$ cat src/rtl/riscv_pkg.sv
// Shared definitions for the multicycle RISC-V control path: ALU control
// codes, FSM states, opcodes and datapath mux select encodings.
package riscv_pkg;

    // ALU operation codes, shared with the ALU itself.
    localparam logic [2:0] ALU_ADD = 3'b000;
    localparam logic [2:0] ALU_SUB = 3'b001;
    localparam logic [2:0] ALU_AND = 3'b010;
    localparam logic [2:0] ALU_OR  = 3'b011;
    localparam logic [2:0] ALU_SLT = 3'b101;

    // Coarse ALU request from the FSM, refined by the ALU decoder.
    typedef enum logic [1:0] {
        ALUOP_ADD   = 2'b00,
        ALUOP_SUB   = 2'b01,
        ALUOP_FUNCT = 2'b10,
        ALUOP_RSVD  = 2'b11
    } alu_op_t;

    typedef enum logic [3:0] {
        S_FETCH,
        S_DECODE,
        S_MEMADR,
        S_MEMREAD,
        S_MEMWB,
        S_MEMWRITE,
        S_EXECR,
        S_EXECI,
        S_ALUWB,
        S_BEQ,
        S_JAL,
        S_ERROR
    } state_t;

    localparam logic [6:0] OP_LOAD   = 7'b0000011;
    localparam logic [6:0] OP_STORE  = 7'b0100011;
    localparam logic [6:0] OP_RTYPE  = 7'b0110011;
    localparam logic [6:0] OP_ITYPE  = 7'b0010011;
    localparam logic [6:0] OP_BRANCH = 7'b1100011;
    localparam logic [6:0] OP_JAL    = 7'b1101111;

    localparam logic [1:0] SRCA_PC    = 2'b00;
    localparam logic [1:0] SRCA_OLDPC = 2'b01;
    localparam logic [1:0] SRCA_RD1   = 2'b10;

    localparam logic [1:0] SRCB_RD2  = 2'b00;
    localparam logic [1:0] SRCB_IMM  = 2'b01;
    localparam logic [1:0] SRCB_FOUR = 2'b10;

    localparam logic [1:0] RES_ALUOUT    = 2'b00;
    localparam logic [1:0] RES_DATA      = 2'b01;
    localparam logic [1:0] RES_ALURESULT = 2'b10;

    localparam logic [1:0] IMM_I = 2'b00;
    localparam logic [1:0] IMM_S = 2'b01;
    localparam logic [1:0] IMM_B = 2'b10;
    localparam logic [1:0] IMM_J = 2'b11;

    // True when the opcode/funct combination is one this core executes.
    function automatic logic instr_legal(input logic [6:0] opcode,
                                         input logic [2:0] funct3,
                                         input logic       funct7b5);
        logic alu_f3_ok;
        alu_f3_ok = (funct3 == 3'b000) || (funct3 == 3'b010) ||
                    (funct3 == 3'b110) || (funct3 == 3'b111);
        case (opcode)
            OP_LOAD, OP_STORE: return funct3 == 3'b010;
            OP_RTYPE:          return alu_f3_ok && (!funct7b5 || funct3 == 3'b000);
            OP_ITYPE:          return alu_f3_ok;
            OP_BRANCH:         return funct3 == 3'b000;
            OP_JAL:            return 1'b1;
            default:           return 1'b0;
        endcase
    endfunction

endpackage

$ cat src/rtl/multicycle_controller_if.sv
// Bundle between the control FSM and the multicycle datapath: decoded
// instruction fields and status come in, mux selects and enables go out.
interface multicycle_controller_if;

    logic [6:0] opcode;
    logic [2:0] funct3;
    logic       funct7b5;
    logic       zero;
    logic       mem_ready;

    logic [2:0] alu_control;
    logic [1:0] alu_src_a;
    logic [1:0] alu_src_b;
    logic [1:0] result_src;
    logic [1:0] imm_src;
    logic       adr_src;
    logic       ir_write;
    logic       pc_write;
    logic       reg_write;
    logic       mem_write;
    logic       illegal;

    // Controller side.
    modport master (
        input  opcode, funct3, funct7b5, zero, mem_ready,
        output alu_control, alu_src_a, alu_src_b, result_src, imm_src,
               adr_src, ir_write, pc_write, reg_write, mem_write, illegal
    );

    // Datapath side.
    modport slave (
        output opcode, funct3, funct7b5, zero, mem_ready,
        input  alu_control, alu_src_a, alu_src_b, result_src, imm_src,
               adr_src, ir_write, pc_write, reg_write, mem_write, illegal
    );

endinterface

$ cat src/rtl/multicycle_controller_alu_decoder.sv
// Combinational ALU decoder: turns the FSM's coarse ALU request plus the
// instruction's funct fields into the ALU operation code.
module alu_decoder
    import riscv_pkg::*;
(
    input  alu_op_t    alu_op,
    input  logic [2:0] funct3,
    input  logic       op5,
    input  logic       funct7b5,
    output logic [2:0] alu_control
);

    // Map ALU request and funct fields to an ALU operation.
    always_comb begin
        // NOTE: default first so every path assigns alu_control and no latch is inferred.
        alu_control = ALU_ADD;
        case (alu_op)
            ALUOP_SUB: alu_control = ALU_SUB;
            ALUOP_FUNCT: begin
                case (funct3)
                    3'b000:  alu_control = (op5 && funct7b5) ? ALU_SUB : ALU_ADD;
                    3'b010:  alu_control = ALU_SLT;
                    3'b110:  alu_control = ALU_OR;
                    3'b111:  alu_control = ALU_AND;
                    default: alu_control = ALU_ADD;
                endcase
            end
            default: alu_control = ALU_ADD;
        endcase
    end

endmodule

$ cat src/rtl/multicycle_controller.sv
// Multicycle RISC-V control FSM. Registers only the state; every output is
// decoded combinationally from the state, with mem_ready/zero gating the
// PC and IR enables and the funct fields refining the ALU operation.
module multicycle_controller
    import riscv_pkg::*;
(
    input  logic                    clk,
    input  logic                    rst_n,
    multicycle_controller_if.master bus
);

    state_t  state;
    state_t  state_next;
    alu_op_t alu_op;

    // State register; reset returns to FETCH without waiting for a clock.
    always_ff @(posedge clk or negedge rst_n) begin
        if (!rst_n) begin
            state <= S_FETCH;
        end else begin
            // NOTE: non-blocking so the register samples pre-edge values like every other flop.
            state <= state_next;
        end
    end

    // Next-state logic.
    always_comb begin
        state_next = state;
        case (state)
            S_FETCH:    if (bus.mem_ready) state_next = S_DECODE;
            S_DECODE: begin
                if (!instr_legal(bus.opcode, bus.funct3, bus.funct7b5)) begin
                    state_next = S_ERROR;
                end else begin
                    case (bus.opcode)
                        OP_LOAD, OP_STORE: state_next = S_MEMADR;
                        OP_RTYPE:          state_next = S_EXECR;
                        OP_ITYPE:          state_next = S_EXECI;
                        OP_BRANCH:         state_next = S_BEQ;
                        OP_JAL:            state_next = S_JAL;
                        default:           state_next = S_ERROR;
                    endcase
                end
            end
            S_MEMADR:   state_next = (bus.opcode == OP_LOAD) ? S_MEMREAD : S_MEMWRITE;
            S_MEMREAD:  if (bus.mem_ready) state_next = S_MEMWB;
            S_MEMWB:    state_next = S_FETCH;
            S_MEMWRITE: if (bus.mem_ready) state_next = S_FETCH;
            S_EXECR:    state_next = S_ALUWB;
            S_EXECI:    state_next = S_ALUWB;
            S_ALUWB:    state_next = S_FETCH;
            S_BEQ:      state_next = S_FETCH;
            S_JAL:      state_next = S_ALUWB;
            S_ERROR:    state_next = S_ERROR;
            default:    state_next = S_ERROR;
        endcase
    end

    // Per-state datapath selects and enables.
    always_comb begin
        alu_op         = ALUOP_ADD;
        bus.alu_src_a  = SRCA_PC;
        bus.alu_src_b  = SRCB_RD2;
        bus.result_src = RES_ALUOUT;
        bus.adr_src    = 1'b0;
        bus.ir_write   = 1'b0;
        bus.pc_write   = 1'b0;
        bus.reg_write  = 1'b0;
        bus.mem_write  = 1'b0;
        bus.illegal    = 1'b0;
        case (state)
            S_FETCH: begin
                bus.alu_src_b  = SRCB_FOUR;
                bus.result_src = RES_ALURESULT;
                bus.ir_write   = bus.mem_ready;
                bus.pc_write   = bus.mem_ready;
            end
            S_DECODE: begin
                bus.alu_src_a = SRCA_OLDPC;
                bus.alu_src_b = SRCB_IMM;
            end
            S_MEMADR: begin
                bus.alu_src_a = SRCA_RD1;
                bus.alu_src_b = SRCB_IMM;
            end
            S_MEMREAD:  bus.adr_src = 1'b1;
            S_MEMWB: begin
                bus.result_src = RES_DATA;
                bus.reg_write  = 1'b1;
            end
            S_MEMWRITE: begin
                bus.adr_src   = 1'b1;
                bus.mem_write = 1'b1;
            end
            S_EXECR: begin
                bus.alu_src_a = SRCA_RD1;
                alu_op        = ALUOP_FUNCT;
            end
            S_EXECI: begin
                bus.alu_src_a = SRCA_RD1;
                bus.alu_src_b = SRCB_IMM;
                alu_op        = ALUOP_FUNCT;
            end
            S_ALUWB:    bus.reg_write = 1'b1;
            S_BEQ: begin
                bus.alu_src_a = SRCA_RD1;
                alu_op        = ALUOP_SUB;
                bus.pc_write  = bus.zero;
            end
            S_JAL: begin
                bus.alu_src_a = SRCA_OLDPC;
                bus.alu_src_b = SRCB_FOUR;
                bus.pc_write  = 1'b1;
            end
            S_ERROR:    bus.illegal = 1'b1;
            default:    bus.illegal = 1'b1;
        endcase
    end

    // Immediate format follows the instruction, independent of state.
    always_comb begin
        case (bus.opcode)
            OP_STORE:  bus.imm_src = IMM_S;
            OP_BRANCH: bus.imm_src = IMM_B;
            OP_JAL:    bus.imm_src = IMM_J;
            default:   bus.imm_src = IMM_I;
        endcase
    end

    alu_decoder u_alu_decoder (
        .alu_op      (alu_op),
        .funct3      (bus.funct3),
        .op5         (bus.opcode[5]),
        .funct7b5    (bus.funct7b5),
        .alu_control (bus.alu_control)
    );

endmodule

$ cat src/flat_wrapper.sv
// flat-port wrapper written by rule: the top's interface ports become plain ports
module multicycle_controller_flat import riscv_pkg::*;
  (clk, rst_n, bus_opcode, bus_funct3, bus_funct7b5, bus_zero, bus_mem_ready, bus_alu_control, bus_alu_src_a, bus_alu_src_b, bus_result_src, bus_imm_src, bus_adr_src, bus_ir_write, bus_pc_write, bus_reg_write, bus_mem_write, bus_illegal);
  multicycle_controller_if bus_i ();
  input  logic clk;
  input  logic rst_n;
  input wire logic [$bits(bus_i.opcode)-1:0] bus_opcode;
  input wire logic [$bits(bus_i.funct3)-1:0] bus_funct3;
  input wire logic [$bits(bus_i.funct7b5)-1:0] bus_funct7b5;
  input wire logic [$bits(bus_i.zero)-1:0] bus_zero;
  input wire logic [$bits(bus_i.mem_ready)-1:0] bus_mem_ready;
  output wire logic [$bits(bus_i.alu_control)-1:0] bus_alu_control;
  output wire logic [$bits(bus_i.alu_src_a)-1:0] bus_alu_src_a;
  output wire logic [$bits(bus_i.alu_src_b)-1:0] bus_alu_src_b;
  output wire logic [$bits(bus_i.result_src)-1:0] bus_result_src;
  output wire logic [$bits(bus_i.imm_src)-1:0] bus_imm_src;
  output wire logic [$bits(bus_i.adr_src)-1:0] bus_adr_src;
  output wire logic [$bits(bus_i.ir_write)-1:0] bus_ir_write;
  output wire logic [$bits(bus_i.pc_write)-1:0] bus_pc_write;
  output wire logic [$bits(bus_i.reg_write)-1:0] bus_reg_write;
  output wire logic [$bits(bus_i.mem_write)-1:0] bus_mem_write;
  output wire logic [$bits(bus_i.illegal)-1:0] bus_illegal;
  assign bus_i.opcode = bus_opcode;
  assign bus_i.funct3 = bus_funct3;
  assign bus_i.funct7b5 = bus_funct7b5;
  assign bus_i.zero = bus_zero;
  assign bus_i.mem_ready = bus_mem_ready;
  assign bus_alu_control = bus_i.alu_control;
  assign bus_alu_src_a = bus_i.alu_src_a;
  assign bus_alu_src_b = bus_i.alu_src_b;
  assign bus_result_src = bus_i.result_src;
  assign bus_imm_src = bus_i.imm_src;
  assign bus_adr_src = bus_i.adr_src;
  assign bus_ir_write = bus_i.ir_write;
  assign bus_pc_write = bus_i.pc_write;
  assign bus_reg_write = bus_i.reg_write;
  assign bus_mem_write = bus_i.mem_write;
  assign bus_illegal = bus_i.illegal;
  multicycle_controller u_core (.clk(clk), .rst_n(rst_n), .bus(bus_i));
endmodule
$ cat config.mk
export PLATFORM = sky130hd
export DESIGN_NAME = multicycle_controller_flat
export DESIGN_NICKNAME = d
export VERILOG_FILES = /design/src/rtl/riscv_pkg.sv /design/src/rtl/multicycle_controller_if.sv /design/src/rtl/multicycle_controller_alu_decoder.sv /design/src/rtl/multicycle_controller.sv /design/src/flat_wrapper.sv
export SDC_FILE = /design/constraint.sdc
export NUM_CORES = 1
export LEC_CHECK = 0
export CAP_MARGIN = 20
export CELL_PAD_IN_SITES_DETAIL_PLACEMENT = 2
export CELL_PAD_IN_SITES_GLOBAL_PLACEMENT = 2
export CORE_UTILIZATION = 33
export DETAILED_ROUTE_END_ITERATION = 10
export DONT_BUFFER_PORTS = 1
export PLACE_DENSITY_LB_ADDON = 0.1
export SKIP_LAST_GASP = 1
export SLEW_MARGIN = 10
export SYNTH_ARGS = -nofsm -noshare
export SYNTH_HDL_FRONTEND = slang
export SYNTH_SLANG_ARGS = --single-unit
$ cat constraint.sdc
create_clock -name clk -period 4.3 [get_ports clk]
set_input_delay 0.645 -clock clk [delete_from_list [all_inputs] [get_ports clk]]
set_output_delay 0.645 -clock clk [all_outputs]
set_load 0.005 [all_outputs]
Word level (Yosys, flattened, before mapping)
Cells that the tools add are included.
{"block": "totals", "mem_bits_rw": 0, "romBits": 0, "register_bits": 4, "mem_count": 0, "wordCells": 69, "latch_bits": 0}
{"block": "op_classes", "mux": 23, "n_eq_ne": 24, "addsub": 0, "order_cmp": 0, "multipliers": 0, "n_shift": 0, "div_mod_pow": 0, "bitwise": 0, "n_reduce_logical": 21}
{"cell": "$pmux W4 S7", "n": 1}
{"cell": "$pmux W4 S5", "n": 1}
{"cell": "$eq A4 B3 Y1 const B", "n": 4}
{"cell": "$mux W4", "n": 4}
{"cell": "$pmux W2 S2", "n": 4}
{"cell": "$eq A7 B6 Y1 const B", "n": 2}
{"cell": "$eq A7 B7 Y1 const B", "n": 2}
{"cell": "$eq A4 B4 Y1 const B", "n": 3}
{"cell": "$pmux W3 S4", "n": 1}
{"cell": "$reduce_or A2 Y1", "n": 6}
{"cell": "$reduce_or A11 Y1", "n": 1}
{"cell": "$reduce_or A3 Y1", "n": 3}
{"cell": "$eq A4 B2 Y1 const B", "n": 2}
{"cell": "$eq A7 B2 Y1 const B", "n": 1}
{"cell": "$eq A7 B5 Y1 const B", "n": 1}
{"cell": "$mux W1", "n": 7}
{"cell": "$eq A3 B3 Y1 const B", "n": 2}
{"cell": "$ne A2 B2 Y1 const B", "n": 3}
{"cell": "$pmux W2 S3", "n": 1}
{"cell": "$pmux W3 S2", "n": 1}
{"cell": "$pmux W1 S5", "n": 1}
{"cell": "$eq A4 B1 Y1 const B", "n": 1}
{"cell": "$logic_not A4 Y1", "n": 1}
{"cell": "$logic_or A1 B1 Y1", "n": 4}
{"cell": "10 further kinds", "n": 11}

Logic depth before layout (Yosys ltp)
Gate-level depths: netlist of the first run.
{"block": "logic_depth", "word_depth": 9, "depth_mapped": 8, "ltp_nobuf": 7}

Hierarchy
Synthesis of the first run repeated with hierarchy kept, for this count alone.
{"block": "unflattened", "cells_unflattened": 115, "hier_area_um2": 837.1}
{"mod": "multicycle_controller", "seq_area_each_um2": 100.1, "instances": 1, "area_per_inst_um2": 740.7, "cells_per_inst": 104}
{"mod": "alu_decoder", "seq_area_each_um2": 0.0, "instances": 1, "area_per_inst_um2": 96.3, "cells_per_inst": 11}

Worst setup path after synthesis of the first run
No wires, ideal clock.
{"block": "synth_timing", "kind": "reg-to-output", "from": "register u_core.state[2]", "to": "output port bus_alu_control[2]", "t_required_ps": 3655, "path_buffers": 2, "path_stages_with_launch": 8, "arrival_time_ps": 1604, "slack_ps": 2051, "path_cell_list": "dfrtp_1 > buf_4 > buf_1 > nor2_1 > nand2_1 > inv_1 > ha_1 > nor4_1"}
{"block": "synth_between", "elab_chain_len": 5, "elab_cells_between_ends": 8}
{"element": "from (decl)", "line": "multicycle_controller.sv:12", "source": "state_t state;"}
{"element": "from (signal assigned)", "line": "multicycle_controller.sv:22", "source": "state <= state_next;"}
{"element": "$eq A4 B3 Y1", "line": "multicycle_controller.sv:71", "source": "case (state)"}
{"element": "$reduce_or A2 Y1 (no source line)"}
{"element": "$pmux W2 S2 (*)", "line": "multicycle_controller.sv:71"}
{"element": "$eq A2 B2 Y1 / $eq A2 B1 Y1 (equally long branches)", "line": "multicycle_controller_alu_decoder.sv:17", "source": "case (alu_op)"}
{"element": "$pmux W3 S2 (*)", "line": "multicycle_controller_alu_decoder.sv:17"}
{"element": "to (decl)", "line": "flat_wrapper.sv:12", "source": "output wire logic [$bits(bus_i.alu_control)-1:0] bus_alu_control;"}
Every way passes the cells marked *; elsewhere a longest branch is shown, timed or not.

Worst setup path in the final report of the first run
{"block": "layout_timing", "from": "register u_core.state[1]", "to": "output port bus_alu_control[2]"}
Same word-level chain as after synthesis.

==> results of run 1 <==
## cells by family after synthesis
group                      share of synthesized area
AOI/OAI and AO/OA                             0.2754
and+or+nand+nor                               0.4197
adders and majority gates                    0.04919
xor gates and xnor gates                     0.04591
DFF                                           0.1312
buffers and inverters                        0.07869
## where the power goes
part	internal, uW	switching, uW	total [uW]
clock	31.2	15.4	46.6
sequential	54.0	99.6	154
combinational	137	156	293
## layout make-up
cell class	count	area, sq um	share of cell area
sequential	4	100.1	0.1284
tap	28	35.03	0.04494
inverter	5	18.77	0.02408
multi-input combinational	96	603.1	0.7737
clock buffer	3	22.52	0.02889
## synthesized netlist by cell type, drive strengths merged, types with 2 or more instances
| cell type | number |
|---|---|
| a21o | 2 |
| a21oi | 7 |
| a22oi | 2 |
| a31oi | 5 |
| and2 | 3 |
| buf | 8 |
| dfrtp | 4 |
| ha | 3 |
| inv | 5 |
| nand2 | 9 |
| nand2b | 5 |
| nand3 | 3 |
| nor2 | 14 |
| nor2b | 4 |
| nor3 | 9 |
| nor4 | 2 |
| o21ai | 7 |
| o22ai | 3 |
| xnor2 | 3 |
## how the worst max path moves through the flow
stage	start	endpoint	slack (ns)
floorplan	u_core.state[2]	bus_alu_control[2]	2.05
global placement	u_core.state[1]	bus_alu_control[2]	1.78
detailed placement	u_core.state[1]	bus_alu_control[2]	1.63
CTS	u_core.state[1]	bus_alu_control[2]	1.36
global route	u_core.state[1]	bus_alu_control[2]	1.22
finish	u_core.state[1]	bus_alu_control[2]	1.39
## placed cells by master, fill, tap and decap left out, types with 2 or more instances in the layout
cell type,Yosys,layout
nor2_1,11,11
nand2_1,9,9
nor3_1,8,8
a21oi_1,7,7
o21ai_0,7,7
nand2b_1,5,5
inv_1,5,5
a31oi_1,5,5
nor2b_1,4,4
dfrtp_1,4,4
nand3_1,3,3
o22ai_1,3,3
xnor2_1,3,3
ha_1,3,3
clkbuf_4,0,3
nor4_1,2,2
and2_1,2,2
a21o_1,2,2
a22oi_1,2,2
nor2_2,2,2
## through the flow
step           area [sq um]  instances
3_3_place_gp          757.0        133
5_1_grt               779.5        136
6_report              779.5        136
2_1_floorplan         763.2        113
3_5_place_dp          757.0        133
4_1_cts               779.5        136
## metal layers
metal	global-route usage	routed length (um)
met1	0.2537	1093
met2	0.3333	1116
met3	0.02778	70
met4	0.07143	0
met5	0	0
==> impl_metrics.env, run 1 <==
export IMPL_status="complete, no violations"
export IMPL_fp_coreArea_sq_um=2191
export IMPL_dpl_worst_slack_ns=1.629
export IMPL_root_buffer="clkbuf_4"
export IMPL_cp_depth=6
export IMPL_drive_above_1_share=0.1019
export IMPL_routed_wl_mm=2.280
export IMPL_antenna_cells=0
export IMPL_synth_area_leaders="dfrtp_1 13%, nor2_1 5.4%, nor3_1 5.2%"
export IMPL_ctsHoldBuffers=0
export IMPL_fin_crit_sh=0.6770
export IMPL_nets=128
export IMPL_slew_headroom=0.4903
export IMPL_htreeDepth=1
export IMPL_grt_first_pass_wirelength_mm=3.877
export IMPL_portBuffers=0
export IMPL_remaining_drc_errors=0
export IMPL_synth_top_area_frac=0.1311
export IMPL_cts_buffer_depth=2
export IMPL_largestRegisters="u_core.state (4)"
export IMPL_ff2ff_path_depth=4
export IMPL_largest_reg_flops=4
export IMPL_reg2reg_from="u_core.state[1]"
export IMPL_grt_pass1_vias=846
export IMPL_post_drt_wl_per_cell_um=16.76
export IMPL_ir_drop_mv=0.2939
export IMPL_layout_setup_ws_ns=1.389
export IMPL_syn_num_nets=131
export IMPL_drt_pass1_iterations=3
export IMPL_cts_sinks=4
export IMPL_grt_use_total=0.1987
export IMPL_ys_ff_latch=4
export IMPL_tns_ns=0
export IMPL_cp_slowest_cell="dfrtp_1"
export IMPL_viasPerCell=6.029
export IMPL_cp_arrival_ns=2.27
export IMPL_fillers=278
export IMPL_rsz0062_at_grt="false"
export IMPL_rows=17
export IMPL_start_util=0.3484
export IMPL_critPathMaxFanout=22
export IMPL_period_needed_ns=2.911
export IMPL_overflow=0
export IMPL_numCtsBuffers=3
export IMPL_grt_max_degree=23
export IMPL_antenna_found_initial=0
export IMPL_clk_latency_ns=0.24
export IMPL_gp_congestion=0.7571
export IMPL_cp_start_kind="flop"
export IMPL_maxCapViolations=0
export IMPL_finalSetupViolCount=0
export IMPL_synthCells=113
export IMPL_post_cts_buffers=0
export IMPL_synth_cell_types=40
export IMPL_io_pins=32
export IMPL_die_h_um=50.09
export IMPL_cts_tree="yes"
export IMPL_clock_fmax_mhz=343.5
export IMPL_netlist_area_sq_um=763.2
export IMPL_total_power_uw=493.0
export IMPL_yosysTopAreaCell="dfrtp_1"
export IMPL_slew_viol_final=0
export IMPL_hp_class="in2async"
export IMPL_place_hpwl_mm=1.721
export IMPL_drt_iter0_drc=13
export IMPL_cp_top_family="simple AND/OR/NAND/NOR gates"
export IMPL_async_flop_share=1.000
export IMPL_ctsResizeCount=0
export IMPL_cp_required_ns=3.65
export IMPL_hold_slack_ns=0.1033
export IMPL_cellLeakagePower_uw=0.0002971
export IMPL_cp_cell_sequence="nand2b_1 > nor2_1 > nand2_1 > inv_1 > ha_1 > nor4_1"
export IMPL_fin_skew_ns=0.003386
export IMPL_synth_edf_count=0
export IMPL_syn2layout_area_growth_pct=2.131
export IMPL_top_register="u_core.state"
export IMPL_yosys_warnings=0
export IMPL_die_w_um=50.09
export IMPL_hold_viol=0
export IMPL_postRouteAntennaNets=0
export IMPL_synthFlopType="dfrtp_1"
export IMPL_tightest_slew_ns=0.7645
export IMPL_reg2reg_slack_ns=2.59
export IMPL_critical_path_class="reg2out"
export IMPL_dieArea_sq_um=2509
export IMPL_r2r_end="u_core.state[0]"
export IMPL_path_buf_inv=1
export IMPL_fin_util=0.3558
export IMPL_path_clk_slew_ns=0.04
export IMPL_synth_seq_area_share=0.1311
export IMPL_slowest_delay_ns=0.75
export IMPL_vias=820
export IMPL_cp_end_kind="output pin"
export IMPL_synth_avg_cell_area_sq_um=6.754
export IMPL_pwr_density_cell_nw_per_um2=632.5
No activity file was read; power rests on OpenSTA's default activity.
==> run 2: changes to the inputs <==
- ABC_AREA: default -> 1
- CORE_UTILIZATION: 33 -> 28
- clock period: 4.3 -> 2.68 ns (I/O delays scaled with it)
==> run 2 against run 1 <==
- total power down 68%
- register-to-register slack worse by 1.3 ns
- combinational power down 93%
- global-route usage down 2.3 points
- synthesized area fell by 9.0%
- critical path depth is 1 higher
- first-iteration DRC count shrank 62%
- largest power group is now clock
==> impl_metrics.env, run 2 <==
export IMPL_netlist_area_sq_um=694.4
export IMPL_nets=148
export IMPL_layout_setup_ws_ns=0.3976
export IMPL_reg2reg_slack_ns=1.27
export IMPL_portBuffers=0
export IMPL_start_util=0.3051
export IMPL_status="complete, no violations"
export IMPL_fin_crit_sh=0.8516
export IMPL_pwr_density_cell_nw_per_um2=208.6
export IMPL_ff2ff_path_depth=6
export IMPL_cp_cell_sequence="inv_2 > nor2_2 > inv_1 > nor2_2 > inv_2 > ha_1 > nor4_1"
export IMPL_die_w_um=51.80
export IMPL_rsz0062_at_grt="false"
export IMPL_cp_required_ns=2.28
export IMPL_ctsHoldBuffers=1
export IMPL_cts_sinks=4
export IMPL_numCtsBuffers=3
export IMPL_syn2layout_area_growth_pct=9.730
export IMPL_synth_common_cells="28 x nand2_1, 23 x inv_1, 20 x nor2_1"
export IMPL_clock_fmax_mhz=438.1
export IMPL_die_h_um=51.80
export IMPL_drt_pass1_iterations=4
export IMPL_overflow=0
export IMPL_dpl_worst_slack_ns=0.6294
export IMPL_antenna_cells=0
export IMPL_synth_area_leaders="nand2_1 15%, dfrtp_1 14%, inv_1 12%"
export IMPL_place_hpwl_mm=1.908
export IMPL_cp_slowest_cell="dfrtp_1"
export IMPL_synth_top_area_frac=0.1514
export IMPL_hp_class="in2reg"
export IMPL_yosysTopAreaCell="nand2_1"
export IMPL_vias=775
export IMPL_ir_drop_mv=0.1073
export IMPL_top_register="u_core.state"
export IMPL_viasPerCell=4.968
export IMPL_fillers=297
export IMPL_synth_edf_count=0
export IMPL_clk_latency_ns=0.24
export IMPL_period_needed_ns=2.282
export IMPL_reg2reg_from="u_core.state[1]"
export IMPL_finalNonFillerCells=156
export IMPL_post_cts_buffers=0
export IMPL_cp_arrival_ns=1.88
export IMPL_path_clk_slew_ns=0.04
export IMPL_gp_congestion=0.7383
export IMPL_maxCapViolations=0
export IMPL_place_inst=152
export IMPL_finalSetupViolCount=0
export IMPL_ys_ff_latch=4
export IMPL_async_flop_share=1.000
export IMPL_critPathMaxFanout=5
export IMPL_drive_above_1_share=0.2188
export IMPL_rows=17
export IMPL_synthFlopType="dfrtp_1"
export IMPL_fin_util=0.3348
export IMPL_synth_seq_area_share=0.1441
export IMPL_grt_first_pass_wirelength_mm=3.484
export IMPL_cp_start_kind="flop"
export IMPL_gr_usage_met2=0.3745
export IMPL_post_drt_wl_per_cell_um=14.10
export IMPL_cts_tree="yes"
export IMPL_slowest_delay_ns=0.47
export IMPL_syn_num_nets=142
export IMPL_cp_top_family="simple AND/OR/NAND/NOR gates"
export IMPL_synth_cell_types=22
export IMPL_synth_avg_cell_area_sq_um=5.600
export IMPL_tns_ns=0
export IMPL_largestRegisters="u_core.state (4)"
export IMPL_yosys_warnings=0
export IMPL_fin_skew_ns=0.007935
export IMPL_tightest_slew_ns=0.3862
export IMPL_routed_wl_mm=2.199
export IMPL_hold_viol=0
export IMPL_cts_buffer_depth=2
export IMPL_drt_iter0_drc=5
export IMPL_remaining_drc_errors=0
export IMPL_ctsResizeCount=0
export IMPL_use_met3=0.002924
export IMPL_grt_pass1_vias=797
export IMPL_slew_headroom=0.7398
export IMPL_yosysMostFrequentCell="nand2_1"
export IMPL_grt_use_total=0.1761
export IMPL_crit_end="bus_alu_control[2]"
export IMPL_busiest_layer="met2"
export IMPL_io_pins=32
export IMPL_grt_util_met1=0.1852
export IMPL_htreeDepth=1
export IMPL_largest_reg_flops=4
export IMPL_critical_path_class="reg2out"
export IMPL_dieArea_sq_um=2683
export IMPL_path_buf_inv=3
export IMPL_postRouteAntennaNets=0
export IMPL_antenna_found_initial=0
export IMPL_slew_viol_final=0
export IMPL_layout_commonest_cell="nand2_1"
export IMPL_cp_depth=7
export IMPL_cp_end_kind="output pin"
export IMPL_fp_coreArea_sq_um=2276
export IMPL_cellLeakagePower_uw=0.0004149
export IMPL_total_power_uw=159.0
export IMPL_startpoint="u_core.state[2]"
export IMPL_r2r_end="u_core.state[0]"
export IMPL_grt_max_degree=7
export IMPL_root_buffer="clkbuf_4"
export IMPL_layout_common_cells="28 x nand2_1, 23 x inv_1, 20 x nor2_1, 7 x inv_2, 6 x nand3_1"
export IMPL_synthCells=124
run 2: worst register-to-register path, stage by stage, from the launching register on:
cell and delay, ns:
dfrtp_1 0.44, nand2_1 0.13, inv_1 0.07, o21ai_0 0.33
nand2_1 0.12, a21oi_2 0.15, a21oi_2 0.07
run 2: routing by layer:
layer,vias to the layer above,share of wire
met1,366,0.40
met4,0,0
met5,-,0
met3,0,0.020
met2,18,0.58
li1,391,-
run 2: logic make-up (layout without fill, tap and decap cells):
family,after synthesis,after routing,synth area share
AOI/OAI and AO/OA,15,15,0.1351
DFF,4,4,0.1441
buffers and inverters,30,34,0.1622
adders and majority gates,3,3,0.05406
and+or+nand+nor,72,72,0.5045
run 2: final cells by class:
class / count / area (sq um) / area share
multi-input cells: 90 / 481.7 / 0.6322
repair buffers: 1 / 10.01 / 0.01314
well taps: 28 / 35.03 / 0.04598
flip-flops and latches: 4 / 100.1 / 0.1314
inverters: 30 / 112.6 / 0.1478
clock buffers: 3 / 22.52 / 0.02956
run 2: how the worst min path moves through the flow:
stage / start / endpoint / cells past startpoint
after floorplan: rst_n / u_core.state[0] / 0
after global placement: rst_n / u_core.state[0] / 0
after detailed placement: rst_n / u_core.state[1] / 0
after CTS: bus_mem_ready / u_core.state[0] / 2
after global routing: bus_mem_ready / u_core.state[0] / 2
final: bus_mem_ready / u_core.state[0] / 2
run 2: metrics by stage:
stage / hold WS (ns) / area (sq um)
finish: 0.3382 / 762.0
global route: 0.3472 / 762.0
CTS: 0.3390 / 762.0
detailed placement: 0.1065 / 729.5
global placement: 0.1065 / 729.5
floorplan: 0.1064 / 694.4
run 2: report_power, final:
| part | total, uW | switching, uW | internal [uW] | leakage (uW) |
|---|---|---|---|---|
| clock network | 78.1 | 27.7 | 50.3 | 0.0000138 |
| logic | 20.2 | 13.2 | 7.00 | 0.000361 |
| registers | 60.7 | 0 | 60.7 | 0.0000402 |
| total | 159 | 41.0 | 118 | 0.000415 |
